### config.mk
export PLATFORM = sky130hd
export DESIGN_NAME = stepmotor_odometer
export DESIGN_NICKNAME = d
export VERILOG_FILES = /design/src/rtl/stepmotor_odometer.sv
export SDC_FILE = /design/constraint.sdc
export NUM_CORES = 1
export LEC_CHECK = 0
export CAP_MARGIN = 25
export CELL_PAD_IN_SITES_DETAIL_PLACEMENT = 2
export CELL_PAD_IN_SITES_GLOBAL_PLACEMENT = 2
export CORE_MARGIN = 10
export CORE_UTILIZATION = 30
export DETAILED_ROUTE_END_ITERATION = 16
export PLACE_DENSITY = 0.69
export SLEW_MARGIN = 20
export SYNTH_ARGS = -nofsm -noshare
export SYNTH_HDL_FRONTEND = slang
export SYNTH_SLANG_ARGS = --single-unit
### constraint.sdc
create_clock -name clk -period 6.7 [get_ports clk]
set_input_delay 1.34 -clock clk [delete_from_list [all_inputs] [get_ports clk]]
set_output_delay 1.34 -clock clk [all_outputs]
set_load 0.005 [all_outputs]
### src/rtl/stepmotor_odometer.sv
// Stepper coil-pattern odometer: per-wheel signed position, step progress and a
// "move N steps" handshake. Define STEPMOTOR_ODOM_FILTER_EN to add a two-sample glitch filter.
module stepmotor_odometer #(
    parameter int CNT_W = 16
) (
    input  logic             clk,
    input  logic             rst,
    input  logic [3:0]       phase_left,
    input  logic [3:0]       phase_right,
    input  logic             cmd_valid,
    output logic             cmd_ready,
    input  logic [CNT_W-1:0] cmd_steps,
    output logic             done,
    input  logic             done_ack,
    input  logic             clr_pos,
    output logic [CNT_W-1:0] pos_left,
    output logic [CNT_W-1:0] pos_right,
    output logic [CNT_W-1:0] prog_left,
    output logic [CNT_W-1:0] prog_right,
    output logic             err_left,
    output logic             err_right
);

    typedef enum logic [1:0] {ST_IDLE, ST_RUN, ST_DONE} state_t;

    state_t           r_state;
    logic             r_cmd_ready;
    logic             r_done;
    logic [CNT_W-1:0] r_target;
    logic             w_cmd_acc;

    // Index 0 is the left wheel, index 1 the right wheel.
    logic [1:0][3:0]       w_phase;
    logic [1:0][CNT_W-1:0] w_pos;
    logic [1:0][CNT_W-1:0] w_prog;
    logic [1:0]            w_err;

    assign w_phase   = {phase_right, phase_left};
    assign w_cmd_acc = (r_state == ST_IDLE) && cmd_valid;

    genvar gi;
    generate
        for (gi = 0; gi < 2; gi++) begin : g_wheel
            logic [3:0]       r_s1;
            logic [3:0]       r_s2;
            logic [3:0]       r_ref;
            logic             r_ref_vld;
            logic             r_err;
            logic [CNT_W-1:0] r_pos;
            logic [CNT_W-1:0] r_prog;
            logic             w_cand_vld;
            logic [3:0]       w_next;
            logic [3:0]       w_prev;
            logic             w_act;
            logic             w_load;
            logic             w_fwd;
            logic             w_bwd;
            logic             w_bad;

`ifdef STEPMOTOR_ODOM_FILTER_EN
            logic [3:0] r_s3;

            always_ff @(posedge clk or posedge rst) begin
                if (rst) begin
                    r_s3 <= 4'b0000;
                end else begin
                    r_s3 <= r_s2;
                end
            end

            assign w_cand_vld = (r_s2 == r_s3);
`else
            assign w_cand_vld = 1'b1;
`endif

            // Forward rotates the one-hot left; reverse rotates it right.
            assign w_next = {r_ref[2:0], r_ref[3]};
            assign w_prev = {r_ref[0], r_ref[3:1]};
            assign w_act  = w_cand_vld && (r_s2 != 4'b0000) && (r_s2 != r_ref);
            assign w_load = w_act && !r_ref_vld && $onehot(r_s2);
            assign w_fwd  = w_act && r_ref_vld && (r_s2 == w_next);
            assign w_bwd  = w_act && r_ref_vld && (r_s2 == w_prev);
            assign w_bad  = w_act && !w_load && !w_fwd && !w_bwd;

            always_ff @(posedge clk or posedge rst) begin
                if (rst) begin
                    r_s1      <= 4'b0000;
                    r_s2      <= 4'b0000;
                    r_ref     <= 4'b0000;
                    r_ref_vld <= 1'b0;
                    r_err     <= 1'b0;
                    r_pos     <= '0;
                    r_prog    <= '0;
                end else begin
                    r_s1 <= w_phase[gi];
                    r_s2 <= r_s1;

                    if (w_load || w_fwd || w_bwd) begin
                        r_ref <= r_s2;
                    end
                    if (w_load) begin
                        r_ref_vld <= 1'b1;
                    end

                    if (clr_pos) begin
                        r_pos <= '0;
                    end else if (w_fwd) begin
                        r_pos <= r_pos + CNT_W'(1);
                    end else if (w_bwd) begin
                        r_pos <= r_pos - CNT_W'(1);
                    end

                    // A newly accepted command restarts progress, even over a same-cycle step.
                    if (w_cmd_acc) begin
                        r_prog <= '0;
                    end else if ((w_fwd || w_bwd) && (r_prog != '1)) begin
                        r_prog <= r_prog + CNT_W'(1);
                    end

                    if (w_cmd_acc) begin
                        r_err <= 1'b0;
                    end else if (w_bad) begin
                        r_err <= 1'b1;
                    end
                end
            end

            assign w_pos[gi]  = r_pos;
            assign w_prog[gi] = r_prog;
            assign w_err[gi]  = r_err;
        end
    endgenerate

    always_ff @(posedge clk or posedge rst) begin
        if (rst) begin
            r_state     <= ST_IDLE;
            r_cmd_ready <= 1'b1;
            r_done      <= 1'b0;
            r_target    <= '0;
        end else begin
            case (r_state)
                ST_IDLE: begin
                    if (cmd_valid) begin
                        r_target    <= cmd_steps;
                        r_state     <= ST_RUN;
                        r_cmd_ready <= 1'b0;
                    end
                end
                ST_RUN: begin
                    if ((w_prog[0] >= r_target) && (w_prog[1] >= r_target)) begin
                        r_state <= ST_DONE;
                        r_done  <= 1'b1;
                    end
                end
                ST_DONE: begin
                    if (done_ack) begin
                        r_state     <= ST_IDLE;
                        r_done      <= 1'b0;
                        r_cmd_ready <= 1'b1;
                    end
                end
                default: begin
                    r_state     <= ST_IDLE;
                    r_done      <= 1'b0;
                    r_cmd_ready <= 1'b1;
                end
            endcase
        end
    end

    assign cmd_ready  = r_cmd_ready;
    assign done       = r_done;
    assign pos_left   = w_pos[0];
    assign pos_right  = w_pos[1];
    assign prog_left  = w_prog[0];
    assign prog_right = w_prog[1];
    assign err_left   = w_err[0];
    assign err_right  = w_err[1];

endmodule
==> qor.csv <==
metric;value;unit
outcome;finished, final reports clean;
total global routing overflow;0;
num ports;97;
worst slack, placed;2.39;ns
die area;0.0309;mm²
Synth top cells by count;111 x dfrtp_1, 84 x nor2_1, 72 x ha_1;
max-slew violations;0;
CTS tree;built;
Clock Sinks;112;
RSZ-0062 raised after global routing;false;
drt first pass iters;4;
clk_skew;0.0119;ns
WHS;0.356;ns
first-pass GRT wire length;36700;µm
Critical Path AT;4.56;ns
Mapped Avg Cell Area;9.69;µm²
Post-synth ARST share;100;%
Core Region;0.0237;mm²
die height;176;µm
Period minus WS final;4.32;ns
top post-synthesis cells by area;dfrtp_1 38%, ha_1 12%, xor2_1 4.7%;
CP Capture Type;flop;
Post-CTS Setup Repair Bufs;0;
post-placement cell count;1141;
Startpoint Class;flop;
Hold Path Depth;0;
largest net degree at the start of global routing;68;
CTS root buf;clkbuf_16;
count leader, synth;dfrtp_1;
# diodes;0;
Row Count;56;
Layout area overhead;21.5;%
Static Leak;3.91;nW
top-area cell type share of the netlist area;38.2;%
Reg clk slew, reported paths;0.08;ns
FF+latch area;0.00280;mm²
port bufs;96;
slew margin rel.;38.8;%
gr usage total;14.5;%
DP HPWL;16800;µm
crit path max fanout;18;
Worst Hold Class;flop to flop;
final std cells w/o fill;1157;
WP data required;6.94;ns
initial antenna violation count;0;
Seq pwr share;26.2;%
vias in the first global route;6824;
final wirelength;22100;µm
Setup Crit Path Kind;flop to flop;
Syn Std Cell Area;0.00727;mm²
R2R cell count;13;
Power Total;4.20;mW
endpoints failing setup;0;
Initial Util;30.7;%
Post-Synthesis Cells;751;
1st-iter DRT viols;227;
syn nets;856;
Seq/Total Area, Yosys;38.5;%
Switching Share;44.7;%
Combinational Power Share;59.9;%
Vias;5938;
Synthesis Warnings;0;
detailed-route DRC error count;0;
Psw;1.88;mW
number of flops mapped to enable cells by yosys;0;
cts hold-fix bufs;0;
layout net count;938;
WL per Instance;19.1;µm
Tcrit/Tclk final;64.5;%
# fillers;2608;
PD cells;475;mW/mm²
Final Hold Viols;0;
Antenna Nets Post-Route;0;
Synth area leader;dfrtp_1;
Vias/cell;5.13;
multi-input logic area;0.00418;mm²
H-tree Lvls;3;
top_reg_cell synth;dfrtp_1;
Yosys cell types;70;
setup_tns;0;ns
Clk Latency, worst-skew pair;0.36;ns
Seq cells post-synth;112;
Max Fclk;232;MHz
Worst Slack Setup Final;2.38;ns
Internal Power;2.32;mW
# resized after CTS;0;
die width;176;µm
Worst-Margin Slew;0.918;ns
Max rail drop VDD;201;µV
share of cells above drive strength 1;7.16;%
CTS buffer count;9;
Max-cap violations;0;
GPL Wtd Cong;0.830;
Clock Path Buffers;2;
Clock power frac;13.9;%
-- cells in the final DEF, fill, tap and decap left out, types with 3 or more instances in the layout --
| cell type | n |
|---|---|
| dfrtp_1 | 111 |
| clkdlybuf4s50_1 | 96 |
| nor2_1 | 83 |
| ha_1 | 72 |
| nand2_1 | 56 |
| a21oi_1 | 48 |
| xor2_1 | 39 |
| inv_1 | 37 |
| o21ai_0 | 35 |
| xnor2_1 | 33 |
| a21o_1 | 16 |
| nand4_1 | 16 |
| nand3_1 | 16 |
| and3_1 | 9 |
| clkbuf_16 | 9 |
| nor3_2 | 8 |
| a211oi_1 | 8 |
| and4_1 | 7 |
| or3_1 | 7 |
| mux2i_1 | 7 |
| nor2b_1 | 7 |
| o211ai_1 | 6 |
| mux2_1 | 5 |
| nand2b_1 | 5 |
| mux2_2 | 5 |
| nor4_1 | 5 |
| and2_1 | 5 |
| buf_4 | 5 |
| nor4bb_1 | 4 |
| fa_1 | 4 |
| nor4_2 | 3 |
| nor3b_2 | 3 |
| o21bai_1 | 3 |
| a211o_1 | 3 |
| o21ai_1 | 3 |
| a31oi_1 | 3 |
| o31ai_1 | 3 |
| o21a_1 | 3 |
| nor3_1 | 3 |
-- through the flow --
stage / instance area, µm² / utilization (%)
after floorplan: 7270 / -
after global placement: 8530 / 36.0
after detailed placement: 8530 / 36.0
after CTS: 8840 / 37.3
after global routing: 8840 / 37.3
final: 8840 / 37.3
-- registers in the layout, indices dropped and copies added, names as in the netlist --
signal,flops
err_left,1
g_wheel.r_ref_vld,2
pos_left,16
g_wheel.r_s1,8
cmd_ready,1
g_wheel.r_s2,8
prog_left,16
g_wheel.r_ref,8
r_state,2
err_right,1
prog_right,16
r_target,16
done,1
pos_right,16
-- routing by layer --
| layer | track usage, % | wire [µm] |
|---|---|---|
| met5 | 0 | 0 |
| met4 | 3.99 | 308 |
| met3 | 2.64 | 692 |
| met2 | 26.7 | 11500 |
| met1 | 16.7 | 9540 |
-- power groups by stage --
stage / registers [mW] / clock network [mW] / logic [mW]
after floorplan: 1.04 / 0 / 1.79
after global placement: 1.10 / 0 / 2.39
after detailed placement: 1.12 / 0 / 2.54
after CTS: 1.11 / 0.610 / 2.57
after global routing: 1.14 / 0.635 / 2.84
final: 1.10 / 0.585 / 2.52
-- layout make-up --
class,instances,area share [%]
inverter,38,1.64
timing repair buffer,101,11.3
clock inverter,7,0.963
multi-input combinational,571,47.3
sequential,112,31.7
clock buffer,9,2.55
tap,319,4.52
-- cell families after synthesis --
| logic type | count (synthesis) | share of synthesized area, % |
|---|---|---|
| AND/OR/NAND/NOR | 244 | 17.4 |
| XOR/XNOR | 73 | 8.89 |
| buffers and inverters | 68 | 4.08 |
| AO/OA/AOI/OAI | 161 | 15.1 |
| multiplexers | 17 | 2.51 |
| adder cells (fa/ha/maj) | 76 | 13.5 |
| flip-flops | 112 | 38.5 |
-- worst max-delay path: stages (launching register included) --
cell,delay [ns]
dfrtp_1,0.46
inv_1,0.12
ha_1,0.20
nor3b_1,0.14
a41oi_2,0.28
nand3_1,0.69
ha_1,0.61
a21oi_1,0.22
a21oi_1,0.14
o221a_2,0.28
o31a_1,0.29
a221oi_1,0.35
nor4_1,0.08
a311o_1,0.32
-- path summary, 6_finish.rpt --
path / from / slack, ns / to
setup / recovery: g_wheel[1].r_s2[0] / 2.38 / pos_right[14]
hold / removal: g_wheel[1].r_s1[2] / 0.36 / g_wheel[1].r_s2[2]
setup reg to reg: g_wheel[1].r_s2[0] / 2.38 / pos_right[14]
hold reg to reg: g_wheel[1].r_s1[2] / 0.36 / g_wheel[1].r_s2[2]
max in group asynchronous: rst / 3.93 / prog_right[6]
min in group asynchronous: rst / 1.40 / pos_right[11]
(Power assumes the default switching activity.)
